<file path="config.mk">
export PLATFORM = sky130hd
export DESIGN_NAME = hazard_stall_ctrl_flat
export DESIGN_NICKNAME = d
export VERILOG_FILES = /design/src/rtl/hazard_stall_ctrl_pkg.sv /design/src/rtl/hazard_stall_ctrl_if.sv /design/src/rtl/hazard_stall_ctrl_src_match.sv /design/src/rtl/hazard_stall_ctrl.sv /design/src/flat_wrapper.sv
export SDC_FILE = /design/constraint.sdc
export NUM_CORES = 1
export LEC_CHECK = 0
export ABC_AREA = 1
export CAP_MARGIN = 20
export CELL_PAD_IN_SITES_DETAIL_PLACEMENT = 0
export CELL_PAD_IN_SITES_GLOBAL_PLACEMENT = 1
export CORE_ASPECT_RATIO = 0.75
export CORE_UTILIZATION = 37
export CTS_BUF_LIST = sky130_fd_sc_hd__clkbuf_8
export CTS_CLUSTER_SIZE = 25
export DETAILED_ROUTE_END_ITERATION = 8
export HOLD_SLACK_MARGIN = 0.03
export PLACE_DENSITY_LB_ADDON = 0.1
export SKIP_LAST_GASP = 1
export SYNTH_ARGS = -nofsm -noshare
export SYNTH_HDL_FRONTEND = slang
export SYNTH_SLANG_ARGS = --single-unit
export TNS_END_PERCENT = 50
</file>
<file path="constraint.sdc">
create_clock -name clk -period 6.2 [get_ports clk]
set_input_delay 1.86 -clock clk [delete_from_list [all_inputs] [get_ports clk]]
set_output_delay 1.86 -clock clk [all_outputs]
set_load 0.01 [all_outputs]
</file>
<file path="src/rtl/hazard_stall_ctrl_pkg.sv">
// Shared pipeline-control types: hazard FSM states, the zero-register default
// and the per-stage {write_en, flush} bundle used by the pipeline control blocks.
package hazard_stall_ctrl_pkg;

   typedef enum logic {
      HZ_RUN        = 1'b0,
      HZ_LOAD_STALL = 1'b1
   } hz_state_e;

   localparam int ZERO_REG_DEFAULT = 31;

   typedef struct packed {
      logic write_en;
      logic flush;
   } stage_ctrl_t;

   localparam stage_ctrl_t STAGE_RUN = '{write_en: 1'b1, flush: 1'b0};

endpackage

</file>
<file path="src/rtl/hazard_stall_ctrl_if.sv">
// Pipeline-side bundle for the hazard/stall controller: hazard inputs from
// ID and ID/EX, memory handshake, and the register enables/flushes it drives.
interface hazard_stall_ctrl_if #(
   parameter int REG_W   = 5,
   parameter int NUM_SRC = 2,
   parameter int CNT_W   = 32
);
   logic                     idex_mem_read;
   logic [REG_W-1:0]         idex_rd;
   logic [NUM_SRC*REG_W-1:0] ifid_src;
   logic [NUM_SRC-1:0]       ifid_src_valid;
   logic                     branch_taken;
   logic                     mem_req;
   logic                     mem_ready;

   logic                     pc_write_en;
   logic                     ifid_write_en;
   logic                     idex_write_en;
   logic                     exmem_write_en;
   logic                     ifid_flush;
   logic                     idex_flush;
   logic [CNT_W-1:0]         stall_cycles;

   modport master (
      output idex_mem_read, idex_rd, ifid_src, ifid_src_valid,
             branch_taken, mem_req, mem_ready,
      input  pc_write_en, ifid_write_en, idex_write_en, exmem_write_en,
             ifid_flush, idex_flush, stall_cycles
   );

   modport slave (
      input  idex_mem_read, idex_rd, ifid_src, ifid_src_valid,
             branch_taken, mem_req, mem_ready,
      output pc_write_en, ifid_write_en, idex_write_en, exmem_write_en,
             ifid_flush, idex_flush, stall_cycles
   );
endinterface

</file>
<file path="src/rtl/hazard_stall_ctrl_src_match.sv">
// Load-use comparator: flags a hazard when any valid ID source operand names
// the destination of the load sitting in ID/EX (the zero register never counts).
module hazard_src_match
   import hazard_stall_ctrl_pkg::*;
#(
   parameter int REG_W    = 5,
   parameter int NUM_SRC  = 2,
   parameter int ZERO_REG = ZERO_REG_DEFAULT
) (
   input  logic                     mem_read,
   input  logic [REG_W-1:0]         rd,
   input  logic [NUM_SRC*REG_W-1:0] src,
   input  logic [NUM_SRC-1:0]       src_valid,
   output logic                     hazard
);

   logic [NUM_SRC-1:0] match;

   for (genvar k = 0; k < NUM_SRC; k++) begin : g_src
      assign match[k] = src_valid[k] && (src[k*REG_W +: REG_W] == rd);
   end

   assign hazard = mem_read && (rd != REG_W'(ZERO_REG)) && (|match);

endmodule

</file>
<file path="src/rtl/hazard_stall_ctrl.sv">
// Hazard and stall controller beside ID: load-use bubbles, memory freeze,
// branch flush and a saturating count of cycles the PC was held.
module hazard_stall_ctrl
   import hazard_stall_ctrl_pkg::*;
#(
   parameter int REG_W    = 5,
   parameter int NUM_SRC  = 2,
   parameter int LOAD_LAT = 1,
   parameter int ZERO_REG = ZERO_REG_DEFAULT,
   parameter int CNT_W    = 32
) (
   input logic          clk,
   input logic          reset,
   hazard_stall_ctrl_if.slave bus
);

   localparam int REM_W = $clog2(LOAD_LAT + 1);

   hz_state_e        state, state_next;
   logic [REM_W-1:0] rem, rem_next;
   logic             hazard;
   logic             freeze;
   logic             pc_we, exmem_we;
   stage_ctrl_t      ifid_c, idex_c;
   logic [CNT_W-1:0] stall_cnt;

   hazard_src_match #(
      .REG_W    (REG_W),
      .NUM_SRC  (NUM_SRC),
      .ZERO_REG (ZERO_REG)
   ) u_match (
      .mem_read  (bus.idex_mem_read),
      .rd        (bus.idex_rd),
      .src       (bus.ifid_src),
      .src_valid (bus.ifid_src_valid),
      .hazard    (hazard)
   );

   assign freeze = bus.mem_req && !bus.mem_ready;

   always_ff @(posedge clk) begin
      if (reset) begin
         state <= HZ_RUN;
         rem   <= '0;
      end else begin
         state <= state_next;
         rem   <= rem_next;
      end
   end

   // A memory freeze overrides everything and holds state; a bubble stall keeps
   // PC and IF/ID while ID/EX takes a bubble and the older stages keep moving.
   always_comb begin
      state_next = state;
      rem_next   = rem;
      pc_we      = 1'b1;
      exmem_we   = 1'b1;
      ifid_c     = STAGE_RUN;
      idex_c     = STAGE_RUN;
      if (!reset) begin
         if (freeze) begin
            pc_we    = 1'b0;
            exmem_we = 1'b0;
            ifid_c   = '{write_en: 1'b0, flush: 1'b0};
            idex_c   = '{write_en: 1'b0, flush: 1'b0};
         end else begin
            unique case (state)
               HZ_RUN: begin
                  if (bus.branch_taken) begin
                     ifid_c.flush = 1'b1;
                     idex_c.flush = 1'b1;
                  end else if (hazard) begin
                     pc_we           = 1'b0;
                     ifid_c.write_en = 1'b0;
                     idex_c.flush    = 1'b1;
                     if (LOAD_LAT > 1) begin
                        state_next = HZ_LOAD_STALL;
                        rem_next   = REM_W'(LOAD_LAT - 1);
                     end
                  end
               end
               HZ_LOAD_STALL: begin
                  pc_we           = 1'b0;
                  ifid_c.write_en = 1'b0;
                  idex_c.flush    = 1'b1;
                  rem_next        = rem - REM_W'(1);
                  if (rem == REM_W'(1)) begin
                     state_next = HZ_RUN;
                  end
               end
               default: state_next = HZ_RUN;
            endcase
         end
      end
   end

   // Saturates rather than wraps so long-running stall statistics stay monotonic.
   always_ff @(posedge clk) begin
      if (reset) begin
         stall_cnt <= '0;
      end else if (!pc_we && (stall_cnt != {CNT_W{1'b1}})) begin
         stall_cnt <= stall_cnt + CNT_W'(1);
      end
   end

   assign bus.pc_write_en    = pc_we;
   assign bus.ifid_write_en  = ifid_c.write_en;
   assign bus.ifid_flush     = ifid_c.flush;
   assign bus.idex_write_en  = idex_c.write_en;
   assign bus.idex_flush     = idex_c.flush;
   assign bus.exmem_write_en = exmem_we;
   assign bus.stall_cycles   = stall_cnt;

endmodule

</file>
<file path="src/flat_wrapper.sv">
// flat-port wrapper written by rule: the top's interface ports become plain ports
module hazard_stall_ctrl_flat import hazard_stall_ctrl_pkg::*;
#(
   parameter int REG_W    = 5,
   parameter int NUM_SRC  = 2,
   parameter int LOAD_LAT = 1,
   parameter int ZERO_REG = ZERO_REG_DEFAULT,
   parameter int CNT_W    = 32
)
  (clk, reset, bus_idex_mem_read, bus_idex_rd, bus_ifid_src, bus_ifid_src_valid, bus_branch_taken, bus_mem_req, bus_mem_ready, bus_pc_write_en, bus_ifid_write_en, bus_idex_write_en, bus_exmem_write_en, bus_ifid_flush, bus_idex_flush, bus_stall_cycles);
  hazard_stall_ctrl_if #(.REG_W(REG_W), .NUM_SRC(NUM_SRC), .CNT_W(CNT_W)) bus_i ();
  input logic clk;
  input logic reset;
  input wire logic [$bits(bus_i.idex_mem_read)-1:0] bus_idex_mem_read;
  input wire logic [$bits(bus_i.idex_rd)-1:0] bus_idex_rd;
  input wire logic [$bits(bus_i.ifid_src)-1:0] bus_ifid_src;
  input wire logic [$bits(bus_i.ifid_src_valid)-1:0] bus_ifid_src_valid;
  input wire logic [$bits(bus_i.branch_taken)-1:0] bus_branch_taken;
  input wire logic [$bits(bus_i.mem_req)-1:0] bus_mem_req;
  input wire logic [$bits(bus_i.mem_ready)-1:0] bus_mem_ready;
  output wire logic [$bits(bus_i.pc_write_en)-1:0] bus_pc_write_en;
  output wire logic [$bits(bus_i.ifid_write_en)-1:0] bus_ifid_write_en;
  output wire logic [$bits(bus_i.idex_write_en)-1:0] bus_idex_write_en;
  output wire logic [$bits(bus_i.exmem_write_en)-1:0] bus_exmem_write_en;
  output wire logic [$bits(bus_i.ifid_flush)-1:0] bus_ifid_flush;
  output wire logic [$bits(bus_i.idex_flush)-1:0] bus_idex_flush;
  output wire logic [$bits(bus_i.stall_cycles)-1:0] bus_stall_cycles;
  assign bus_i.idex_mem_read = bus_idex_mem_read;
  assign bus_i.idex_rd = bus_idex_rd;
  assign bus_i.ifid_src = bus_ifid_src;
  assign bus_i.ifid_src_valid = bus_ifid_src_valid;
  assign bus_i.branch_taken = bus_branch_taken;
  assign bus_i.mem_req = bus_mem_req;
  assign bus_i.mem_ready = bus_mem_ready;
  assign bus_pc_write_en = bus_i.pc_write_en;
  assign bus_ifid_write_en = bus_i.ifid_write_en;
  assign bus_idex_write_en = bus_i.idex_write_en;
  assign bus_exmem_write_en = bus_i.exmem_write_en;
  assign bus_ifid_flush = bus_i.ifid_flush;
  assign bus_idex_flush = bus_i.idex_flush;
  assign bus_stall_cycles = bus_i.stall_cycles;
  hazard_stall_ctrl #(.REG_W(REG_W), .NUM_SRC(NUM_SRC), .LOAD_LAT(LOAD_LAT), .ZERO_REG(ZERO_REG), .CNT_W(CNT_W)) u_core (.clk(clk), .reset(reset), .bus(bus_i));
endmodule
</file>
==> results of run 1 <==
routing by layer:
layer / track usage / vias up
li1: - / 1469
met1: 0.300 / 1187
met2: 0.289 / 62
met3: 0.0371 / 5
met4: 0.0398 / 0
met5: 0 / -
synthesized netlist by cell type (all sizes together) (2+ instances only):
cell type	number
a21oi	11
buf	15
clkbuf	2
clkinv	11
dfxtp	34
inv	77
nand2	134
nand3	48
nand4	21
nor2	69
nor3	11
o21ai	3
xor2	2
critical path, stage by stage:
cell	delay, ns
clkdlybuf4s50_1	0.57
inv_1	0.06
nand2_1	0.05
nand2_1	0.05
nor2_1	0.12
nand3_1	0.09
nand2_1	0.11
a21oi_1	0.07
a211oi_1	0.23
clkdlybuf4s50_1	0.58
registers in the layout (all words and copies together) (netlist names):
register                 count
u_core.rem                   1
u_core.bus.stall_cycles     32
u_core.state                 1
layout make-up:
class,instances,area [um^2],area share
clock buffers,8,110,0.0340
flip-flops and latches,34,681,0.210
repair buffers,64,631,0.195
inverters,88,330,0.102
well taps,81,101,0.0313
multi-input cells,305,1390,0.428
path summary, 6_finish.rpt:
| kind | to | depth (start not counted) | from | slack (ns) |
|---|---|---|---|---|
| hold reg to reg | u_core.rem | 1 | u_core.rem | 0.45 |
| setup / recovery | bus_idex_flush | 10 | bus_idex_rd[0] | 0.55 |
| setup reg to reg | u_core.bus.stall_cycles[17] | 13 | u_core.bus.stall_cycles[0] | 4.04 |
| hold / removal | u_core.rem | 1 | u_core.rem | 0.45 |
power by group through the flow:
stage / logic [mW] / clock network [mW] / registers (mW)
2_1_floorplan: 0.0317 / 0 / 0.228
5_1_grt: 0.0688 / 0.213 / 0.223
6_report: 0.0606 / 0.198 / 0.223
3_3_place_gp: 0.0603 / 0 / 0.227
3_5_place_dp: 0.0609 / 0 / 0.228
4_1_cts: 0.0612 / 0.204 / 0.222
metrics by stage:
stage	hold slack, ns	util	setup slack (ns)
2_1_floorplan	0.422	-	1.35
3_5_place_dp	0.440	0.488	0.567
5_1_grt	0.481	0.505	0.372
4_1_cts	0.453	0.505	0.535
6_report	0.454	0.505	0.552
3_3_place_gp	0.434	0.488	0.591
cells by family (layout without fill, tap and decap cells):
logic type,after synthesis,after routing,share of synthesized area
XOR/XNOR,2,2,0.00698
buffers and inverters,105,160,0.177
adder cells (fa/ha/maj),1,1,0.00499
flip-flops,34,34,0.271
AO/OA/AOI/OAI,16,16,0.0339
AND/OR/NAND/NOR,286,286,0.506
==> results.py, run 1 <==
metrics = {
    "grt": {
        "antenna_found_initial": 0,
        "overflow": 0,
        "grt_first_pass_wirelength_um": 11300,
        "grt_max_degree": 62,
        "grt_usage": 0.198,
        "grt_pass1_vias": 2368,
    },
    "drt": {
        "first_pass_iters": 5,
        "met2_length_um": 2530,
        "met1_length_um": 3830,
        "dr.max_layer_used": "met4",
        "drt_iter0_drc": 150,
        "routed-wl-met3_um": 365,
        "routed-via-count": 2723,
        "via_per_inst": 4.69,
        "wl_per_cell_um": 11.7,
        "ant_nets": 0,
        "drc": 0,
        "wirelength_um": 6780,
    },
    "power_and_ir_drop": {
        "finalPower_mw": 0.482,
        "clockPowerShare": 0.412,
        "power.internal_mw": 0.361,
        "switchingPower_mw": 0.120,
        "p_seq_frac": 0.462,
        "pwr-share-comb": 0.126,
        "p_sw_frac": 0.250,
        "powerDensity_nw_per_um2": 149,
        "vdd_drop_max_mv": 0.0717,
        "p_leak_nw": 1.45,
    },
    "floorplanning": {
        "pin_count": 61,
        "core_um2": 6410,
        "die-area_um2": 7120,
        "die_y_um": 73.3,
        "fp.dieW_um": 97.1,
        "rows": 25,
        "initial_core_util": 0.391,
    },
    "placed_design": {
        "dp_hpwl_um": 4910,
        "port_buffers": 60,
        "post-place-cells": 572,
        "finalWeightedCongestion": 0.815,
        "postPlaceCellArea_um2": 3130,
    },
    "clock_network": {
        "ctsRootBufferMaster": "clkbuf_8",
        "clock_latency_ns": 0.29,
        "cts_repair_resize_count": 0,
        "cts_hold_buf": 0,
        "cts_tree": "built",
        "cts_max_level": 2,
        "clkSinkCount": 34,
        "cts_buffer_depth": 2,
        "post_cts_buffers": 0,
        "path_clk_slew_ns": 0.07,
        "cts_buffers": 5,
    },
    "finish": {
        "final_cell_mix": "nand2_1, inv_1, nor2_1, clkdlybuf4s50_1, nand3_1",
        "final_cells": 580,
        "final_common_cell": "nand2_1",
        "layout.nets": 522,
        "drive_above_1_share": 0.0541,
        "fillCellCount": 685,
        "n_antenna_cell": 0,
        "finish.instance_area_um2": 3240,
        "area_delta_synth_final_pct": 29.1,
    },
    "sta": {
        "period_share": 0.911,
        "period_minus_slack_ns": 5.65,
        "slew_viol_final": 0,
        "hold_viol": 0,
        "fin_setup_tns_ns": 0,
        "timing.fmax_ghz": 0.177,
        "worstMarginPinSlew_ns": 0.581,
        "setup_violations": 0,
        "worst_clock_skew_ns": 0.00275,
        "slew_headroom": 0.613,
        "rsz0062_at_grt": "no",
    },
    "yosys": {
        "synth_cells": 444,
        "yosys_warnings": 0,
        "synthTopCellsByArea": "dfxtp_1, nand2_1, inv_1",
        "synth-seq-area-share": 0.271,
        "synth_flop_cell": "dfxtp_1",
        "syn_nets": 468,
        "synth_edf_count": 0,
        "ys_ff_latch": 34,
        "synth_top_cell_by_area": "dfxtp_1",
        "synth_area_per_cell_um2": 5.65,
        "netlist_area_um2": 2510,
        "synthDominantCellAreaShare": 0.271,
        "synth_cell_types": 29,
        "async_flop_share": 0,
    },
    "setup_path": {
        "worstPathRequired_ns": 4.34,
        "path_class": "in2out",
        "endpoint_kind": "output port",
        "setup.worst_path.start_class": "input pin",
        "critical_path_arrival_ns": 3.79,
        "crit_path_max_fanout": 5,
    },
    "min_path": {
        "min_path_type": "reg2reg",
    },
    "status": {
        "status": "finished, final reports clean",
    },
    "job": {
        "maxCapViolations": 0,
    },
}
Power figures use the tool's default switching activity.
==> run 2, diff against run 1 <==
Settings changed: CORE_UTILIZATION 37 to 36, SYNTH_HIERARCHICAL from default to 1.
==> results.py, run 2 <==
metrics = {
    "job": {
        "maxCapViolations": 0,
    },
    "setup_path": {
        "cpPeakStageDelay_ns": 0.56,
        "worstPathRequired_ns": 4.34,
        "setup.worst_path.start_class": "input pin",
        "cpMostUsedCell": "nand2_1",
        "critPathBufInv": 3,
        "crit_path_max_fanout": 5,
        "slowest_stage": "clkdlybuf4s50_1",
        "path_class": "in2out",
        "cp_top_family": "buffers and inverters",
        "endpoint_kind": "output port",
        "critical_path_arrival_ns": 3.87,
        "cp_cell_sequence": "clkdlybuf4s50_1, inv_2, nand2_1, nand2_1, nor2_1, nand3_1, a21oi_1, nand2_1, nand3_1, nand2_1, clkdlybuf4s50_1",
    },
    "sta": {
        "fin_setup_tns_ns": 0,
        "setup_violations": 0,
        "worstMarginPinSlew_ns": 0.851,
        "period_share": 0.924,
        "fin_ws_ns": 0.469,
        "whs_ns": 0.457,
        "timing.fmax_ghz": 0.174,
        "period_minus_slack_ns": 5.73,
        "slew_viol_final": 0,
        "worst_clock_skew_ns": 0.0119,
        "hold_viol": 0,
        "rsz0062_at_grt": "no",
        "slew_headroom": 0.431,
    },
    "floorplanning": {
        "core_um2": 6350,
        "fp.dieW_um": 95.8,
        "die-area_um2": 6940,
        "pin_count": 61,
        "die_y_um": 72.4,
        "initial_core_util": 0.374,
        "rows": 25,
    },
    "grt": {
        "overflow": 0,
        "grt_max_degree": 49,
        "grt_pass1_vias": 2278,
        "antenna_found_initial": 0,
        "grt_first_pass_wirelength_um": 11100,
        "grt_usage": 0.208,
    },
    "yosys": {
        "synth_cells": 428,
        "synthTopCellsByArea": "dfxtp_1, nand2_1, nor2_1",
        "async_flop_share": 0,
        "synth_edf_count": 0,
        "synthDominantCellAreaShare": 0.286,
        "synth_area_per_cell_um2": 5.55,
        "netlist_area_um2": 2380,
        "synth_flop_cell": "dfxtp_1",
        "syn_nets": 452,
        "ys_top_cells_by_count": "nand2_1, nor2_1, inv_1, nand3_1, dfxtp_1",
        "synth_cell_types": 22,
        "ys_ff_latch": 34,
        "yosys_warnings": 6,
        "synth-seq-area-share": 0.286,
        "yosysMostFrequentCell": "nand2_1",
        "synth_top_cell_by_area": "dfxtp_1",
    },
    "power_and_ir_drop": {
        "vdd_drop_max_mv": 0.0944,
        "p_leak_nw": 1.29,
        "finalPower_mw": 0.489,
        "powerDensity_nw_per_um2": 156,
    },
    "drt": {
        "drc": 0,
        "first_pass_iters": 4,
        "via_per_inst": 4.64,
        "wl_per_cell_um": 12.1,
        "drt_iter0_drc": 167,
        "ant_nets": 0,
        "wirelength_um": 6860,
        "routed-via-count": 2640,
    },
    "status": {
        "status": "finished, final reports clean",
    },
    "placed_design": {
        "port_buffers": 60,
        "post-place-cells": 562,
        "finalWeightedCongestion": 0.885,
        "dp_slack_ns": 0.465,
        "dp_hpwl_um": 5300,
    },
    "clock_network": {
        "post_cts_buffers": 0,
        "cts_hold_buf": 0,
        "cts_max_level": 2,
        "cts_tree": "built",
        "path_clk_slew_ns": 0.06,
        "cts_repair_resize_count": 0,
        "clkSinkCount": 34,
        "ctsRootBufferMaster": "clkbuf_8",
        "cts_buffer_depth": 2,
        "cts_buffers": 5,
        "clock_latency_ns": 0.29,
    },
    "finish": {
        "final_cell_mix": "nand2_1, nor2_1, clkdlybuf4s50_1, inv_1, nand3_1",
        "n_antenna_cell": 0,
        "final_common_cell": "nand2_1",
        "drive_above_1_share": 0.0553,
        "final_cells": 569,
        "layout.nets": 512,
        "area_delta_synth_final_pct": 32.1,
        "largest_reg_flops": 32,
    },
    "min_path": {
        "min_path_type": "reg2reg",
    },
}
[run 2: cell count changes in the layout (fill, tap and decap cells not counted), sizes merged, moves of 2 or more]
cell    previous run  this run
nand3             48        39
a21oi             11        18
xor2               2         0
clkbuf             8         6
nand2            134       141
nand4             21        13
clkinv            11         0
nor2              69       109
nor3              11         3
inv               77        50
[run 2: path summary, 6_finish.rpt]
path / startpoint / endpoint / cells past startpoint / slack (ns)
max: bus_idex_rd[3] / bus_ifid_write_en / 11 / 0.47
min: u_core/rem / u_core/rem / 1 / 0.46
max reg2reg: u_core/bus.stall_cycles[0] / u_core/bus.stall_cycles[0] / 10 / 3.77
min reg2reg: u_core/rem / u_core/rem / 1 / 0.46
[run 2: final cells by class]
type,count,area (um^2)
Fill cell,693,3210
Multi-Input combinational cell,332,1420
Sequential cell,34,681
Inverter,50,188
Timing Repair Buffer,65,638
Clock inverter,1,30.0
Tap cell,81,101
Clock buffer,6,82.6
[run 2: logic make-up (layout without fill, tap and decap cells)]
kind of cell	Yosys count	count (layout)	share of synthesized area
simple gates	307	307	0.538
buf+inv	62	122	0.117
flops	34	34	0.286
compound gates	23	23	0.0495
fa+ha+maj	1	1	0.00526
xor+xnor	1	1	0.00368
[run 2: stage by stage]
step	cell area [um^2]	util
after floorplan	2380	-
after global placement	3030	0.477
after detailed placement	3030	0.477
after CTS	3140	0.494
after global routing	3140	0.494
final	3140	0.494
[run 2: metal layers]
layer,vias to the layer above,share of wire,GRT usage
met5,-,0,0
met4,0,0.0042,0.0398
li1,1455,-,-
met2,57,0.39,0.291
met1,1126,0.55,0.320
met3,2,0.059,0.0472
[run 2: power by group]
| part | internal [mW] | switching, mW |
|---|---|---|
| Combinational | 0.0281 | 0.0257 |
| Sequential | 0.220 | 0.00213 |
| Clock | 0.129 | 0.0843 |
| Total | 0.377 | 0.112 |
==> run 3, diff against run 2 <==
Settings changed: CORE_UTILIZATION 36 to 37, SYNTH_HIERARCHICAL 1 to default.
==> results of run 3 <==
The final DEF is identical to that of run 1; final timing and power are the same.
==> patch 1 (flow settings as in run 3) <==
`CNT_W` is set to 32 in 3 places; all go to 36.
--- a/src/rtl/hazard_stall_ctrl_if.sv
+++ b/src/rtl/hazard_stall_ctrl_if.sv
@@ -4,5 +4,5 @@
    parameter int REG_W   = 5,
    parameter int NUM_SRC = 2,
-   parameter int CNT_W   = 32
+   parameter int CNT_W   = 36
 );
    logic                     idex_mem_read;
--- a/src/rtl/hazard_stall_ctrl.sv
+++ b/src/rtl/hazard_stall_ctrl.sv
@@ -8,5 +8,5 @@
    parameter int LOAD_LAT = 1,
    parameter int ZERO_REG = ZERO_REG_DEFAULT,
-   parameter int CNT_W    = 32
+   parameter int CNT_W    = 36
 ) (
    input logic          clk,
--- a/src/flat_wrapper.sv
+++ b/src/flat_wrapper.sv
@@ -6,5 +6,5 @@
    parameter int LOAD_LAT = 1,
    parameter int ZERO_REG = ZERO_REG_DEFAULT,
-   parameter int CNT_W    = 32
+   parameter int CNT_W    = 36
 )
   (clk, reset, bus_idex_mem_read, bus_idex_rd, bus_ifid_src, bus_ifid_src_valid, bus_branch_taken, bus_mem_req, bus_mem_ready, bus_pc_write_en, bus_ifid_write_en, bus_idex_write_en, bus_exmem_write_en, bus_ifid_flush, bus_idex_flush, bus_stall_cycles);
Interface: changed (resized bus_stall_cycles); port bits go from 61 to 65. No check against the original RTL was run, so the function may have changed too.
==> patch 1 against run 3 <==
Die area is 7.7% higher; setup slack better by 89 ps; cell area increased by 7.3%; routed wire length rose by 12%; clock skew rose by 5.2 ps; critical path depth stayed put; total power down 3.9%; largest cell class unchanged; count of clock-buffer cells in the layout decreased by 3; sequential cell count grew 4; first-iteration DRC count fell by 19%; area after synthesis rose by 7.9%.
==> patch 1: results (changes against run 3) <==
Final layout
  – Share of final layout cell area taken by clock buffers and inverters: 0.02196 (-0.01204)
  – Total of fill cells in the finished design: 765 (+12%)
  – Sequential Area: 760.7 µm² (+12%)
  – Fraction of final layout cells with drive strength greater than 1: 0.06452 (+0.01041)
  – Final #Nets: 551 (+5.6%)
  – Flip-flop count of the largest register after layout: 36 (+13%)
  – Area share of buffers outside the clock network: 0.1908 (-0.003960)
  – Share of the final layout cell area in multi-input gates: 0.4662 (+0.03842)
  – FF+latch count: 38 (+12%)
  – Layout multi-input combinational cell count: 353 (+16%)
  – Count of inverters other than clock inverters in the layout: 62 (-30%)

Global routing
  – Overall track demand over capacity in global routing: 0.2075 (+0.009733)
  – Via count of the first global-routing pass: 2708 (+14%)
  – Met3 layer usage reported by global route: 0.03303 (-0.004080)
  – Wire length of the first global-routing pass: 12.77 mm (+13%)
  – Met1 track demand over resource in global routing: 0.3170 (+0.01657)
  – Largest net degree at the start of global routing: 60 (-3.2%)
  – Global routing met2 resource utilization: 0.3082 (+0.01949)

Power
  – Internal power of the cells: 0.0003454 W (-4.4%)
  – Sequential share of power: 0.532 (+0.070)
  – VDD IR max: 0.08666 mV (+21%)
  – Leak Pwr: 1.390 nW (-4.3%)
  – Logic pwr share: 0.122 (-0.004)

Placed design
  – Placer Congestion: 0.8697 (+6.7%)
  – Pre-CTS setup slack: 639.9 ps (+72.98 ps)
  – Post-detail-place hpwl: 5.891 mm (+20%)
  – Number of I/O port buffers: 64 (+6.7%)
  – Count of placed standard cells including taps: 618 (+8.0%)

Synth
  – Avg Synthesized Cell Area: 5.795 µm² (+2.6%)
  – Share of synthesized cell area in full adder, half adder and majority cells: 0.004623 (-0.0003643)
  – Total nets after synthesis: 491 (+4.9%)
  – XOR/XNOR share of the synthesized area: 0.006472 (-0.0005101)
  – Sequential area share after synthesis: 0.2811 (+0.009769)
  – Biggest area contributors in the synthesized netlist: sky130_fd_sc_hd__dfxtp_1 (28%), sky130_fd_sc_hd__nand2_1 (20%), sky130_fd_sc_hd__nor2_1 (12%)
  – Portion of netlist area occupied by mux cells: 0 (unchanged)
  – Post-synthesis cell type count: 31 (+6.9%)
  – Commonest cells in the netlist: sky130_fd_sc_hd__nand2_1 (146), sky130_fd_sc_hd__nor2_1 (90), sky130_fd_sc_hd__inv_1 (57)
  – Area fraction in compound gates after synthesis: 0.05086 (+0.01694)

Drt
  – Post-DR vias/cell: 4.755 (+1.3%)
  – Final wirelength: 7.584 mm (+12%)
  – Routed wl met3: 409 µm (+12%)
  – Routed wire per std cell: 12.13 µm (+3.9%)
  – DR iter-0 viols: 122 (-19%)
  – Met2 routed wirelength: 3.164 mm (+25%)
  – 1st-pass router iterations: 4 (-1)

Timing
  – Normalized max-slew margin: 0.5448 (-0.06803)
  – Clk_skew: 7.982 ps (+5.228 ps)

Setup path
  – Peak fanout along the critical path: 4 (-1)
  – Arrival time at the worst endpoint: 3700 ps (-90 ps)

Run status
  – Status: completed

Worst hold path
  – Worst hold-check path type: register to register
[patch 1: cell count changes after synthesis, moves of 4 or more]
cell | run 3 | this run
sky130_fd_sc_hd__inv_1 | 75 | 57
sky130_fd_sc_hd__nand2_1 | 132 | 146
sky130_fd_sc_hd__buf_2 | 9 | 5
sky130_fd_sc_hd__nand3_1 | 47 | 34
sky130_fd_sc_hd__dfxtp_1 | 34 | 38
sky130_fd_sc_hd__nor2_1 | 62 | 90
sky130_fd_sc_hd__clkinv_1 | 11 | 1
sky130_fd_sc_hd__nand3_2 | 0 | 6
sky130_fd_sc_hd__a31oi_1 | 0 | 4
sky130_fd_sc_hd__a21oi_1 | 11 | 16
[patch 1: worst paths after layout]
path                                    from                           to  slack (ps)  depth (start not counted)
setup reg to reg  u_core.bus.stall_cycles[0]  u_core.bus.stall_cycles[34]        3720                         12
setup / recovery              bus_idex_rd[0]               bus_idex_flush         640                         10
hold reg to reg                   u_core.rem                 u_core.state         450                          1
hold / removal                    u_core.rem                 u_core.state         450                          1
[patch 1: worst max-delay path, stage by stage]
cell                              delay (ps)
sky130_fd_sc_hd__clkdlybuf4s50_1         550
sky130_fd_sc_hd__inv_2                    50
sky130_fd_sc_hd__nand2_1                  50
sky130_fd_sc_hd__nand2_1                  50
sky130_fd_sc_hd__nor2_1                  110
sky130_fd_sc_hd__nand3_1                  80
sky130_fd_sc_hd__nand2_1                  90
sky130_fd_sc_hd__a21oi_1                  60
sky130_fd_sc_hd__a211oi_1                210
sky130_fd_sc_hd__clkdlybuf4s50_1         580
[patch 1: stage by stage]
stage / area (µm²) / total power (W)
detailed placement: 3400 / 0.0003086
finish: 3476 / 0.0004630
CTS: 3476 / 0.0004710
global route: 3476 / 0.0004880
global placement: 3400 / 0.0003085
floorplan: 2706 / 0.0002830
==> patch 2 (flow settings as in run 3) <==
Without the edit above. Make the reset (`reset`) asynchronous in 2 clocked blocks.
--- a/src/rtl/hazard_stall_ctrl.sv
+++ b/src/rtl/hazard_stall_ctrl.sv
@@ -39,5 +39,5 @@
    assign freeze = bus.mem_req && !bus.mem_ready;
 
-   always_ff @(posedge clk) begin
+   always_ff @(posedge clk or posedge reset) begin
       if (reset) begin
          state <= HZ_RUN;
@@ -96,5 +96,5 @@
 
    // Saturates rather than wraps so long-running stall statistics stay monotonic.
-   always_ff @(posedge clk) begin
+   always_ff @(posedge clk or posedge reset) begin
       if (reset) begin
          stall_cnt <= '0;
Formal check against the unedited RTL: differs if reset is asserted again (counterexample within 4 cycles, from zero or initial values and one cycle with reset high); with reset held inactive, the same outputs for 10 cycles.
==> patch 2 against run 3 <==
Critical path depth unchanged; total power increased by 23%; setup slack improved by 160 ps; die area increased by 6.8%; sequential cell count unchanged; sequential power increased by 17%; clock skew increased by 6.7 ps; area after synthesis increased by 6.9%; cell area increased by 5.3%; core utilization decreased by 1.1 points; via count decreased by 3.9%; highest routed layer unchanged; final cell count decreased by 3.4%; routed wire length increased by 0.52%.
==> patch 2: results (changes against run 3) <==
Placed design
  – Pre-CTS setup slack: 721.7 ps (+154.8 ps)
  – Post-detail-place hpwl: 5.198 mm (+5.8%)
  – Placer Congestion: 0.8137 (-0.16%)
  – Cell Area, Placed: 3297 µm² (+5.4%)
  – Count of placed standard cells including taps: 553 (-3.3%)

Final layout
  – Fraction of final layout cells with drive strength greater than 1: 0.07359 (+0.01948)
  – Number of standard cells in the final layout excluding fillers: 560 (-3.4%)
  – Final #Nets: 486 (-6.9%)

Synth
  – Total nets after synthesis: 431 (-7.9%)
  – Sequential area share after synthesis: 0.3172 (+0.04584)
  – Commonest cells in the netlist: sky130_fd_sc_hd__nand2_1 (161), sky130_fd_sc_hd__nor2_1 (54), sky130_fd_sc_hd__inv_1 (37)
  – Leading register cell type out of synthesis: sky130_fd_sc_hd__dfrtp_1
  – Share of synthesized cell area in full adder, half adder and majority cells: 0.004664 (-0.0003234)
  – Biggest area contributors in the synthesized netlist: sky130_fd_sc_hd__dfrtp_1 (32%), sky130_fd_sc_hd__nand2_1 (23%), sky130_fd_sc_hd__nand4_1 (8.2%)
  – Avg Synthesized Cell Area: 6.591 µm² (+17%)

Setup path
  – Peak fanout along the critical path: 4 (-1)
  – Reg-to-Reg End: u_core.bus.stall_cycles[23]
  – Register-to-register setup slack: 4050 ps (about the same)
  – Count of cells along the worst register-to-register path: 9 (-4)

Power
  – VDD IR max: 0.1163 mV (+62%)
  – Leak Pwr: 1.623 nW (+12%)

Global routing
  – Wire length of the first global-routing pass: 11.23 mm (-0.73%)
  – Overall track demand over capacity in global routing: 0.1898 (-0.007940)
  – Via count of the first global-routing pass: 2330 (-1.6%)

Run status
  – Status: completed

Drt
  – Post-DR vias/cell: 4.675 (-0.42%)
  – 1st-pass router iterations: 4 (-1)

Worst hold path
  – Start point of the worst min-delay path: u_core.rem

Timing
  – Max frequency: 0.1823 GHz (+3.0%)
  – Clk_skew: 9.497 ps (+6.744 ps)
  – Slew of the pin with the lowest slew margin: 414.7 ps (-166.1 ps)
## patch 2: area by class of cell
type / count / area, µm²
clock inverters: 1 / 30.03
fillers: 735 / 3487
repair buffers: 63 / 623.1
inverters: 45 / 168.9
well taps: 98 / 122.6
flip-flops and latches: 34 / 850.8
multi-input cells: 313 / 1531
clock buffers: 6 / 82.58
## patch 2: cell families (layout without fill, tap and decap cells)
family | count (synthesis) | count (layout)
compound gates | 6 | 6
xor+xnor | 19 | 19
fa+ha+maj | 1 | 1
buf+inv | 60 | 115
flops | 34 | 34
simple gates | 287 | 287
## patch 2: where the power goes
| part | internal [W] | switching [W] |
|---|---|---|
| registers | 0.000238 | 0.0000218 |
| logic | 0.0000610 | 0.0000576 |
| clock network | 0.000129 | 0.0000853 |
| total | 0.000428 | 0.000165 |
## patch 2: per-layer routing
layer | routed length [µm] | track usage
met4 | 61 | 0.03865
met5 | 0 | 0
met3 | 267 | 0.03945
met1 | 3678 | 0.2755
met2 | 2802 | 0.2922
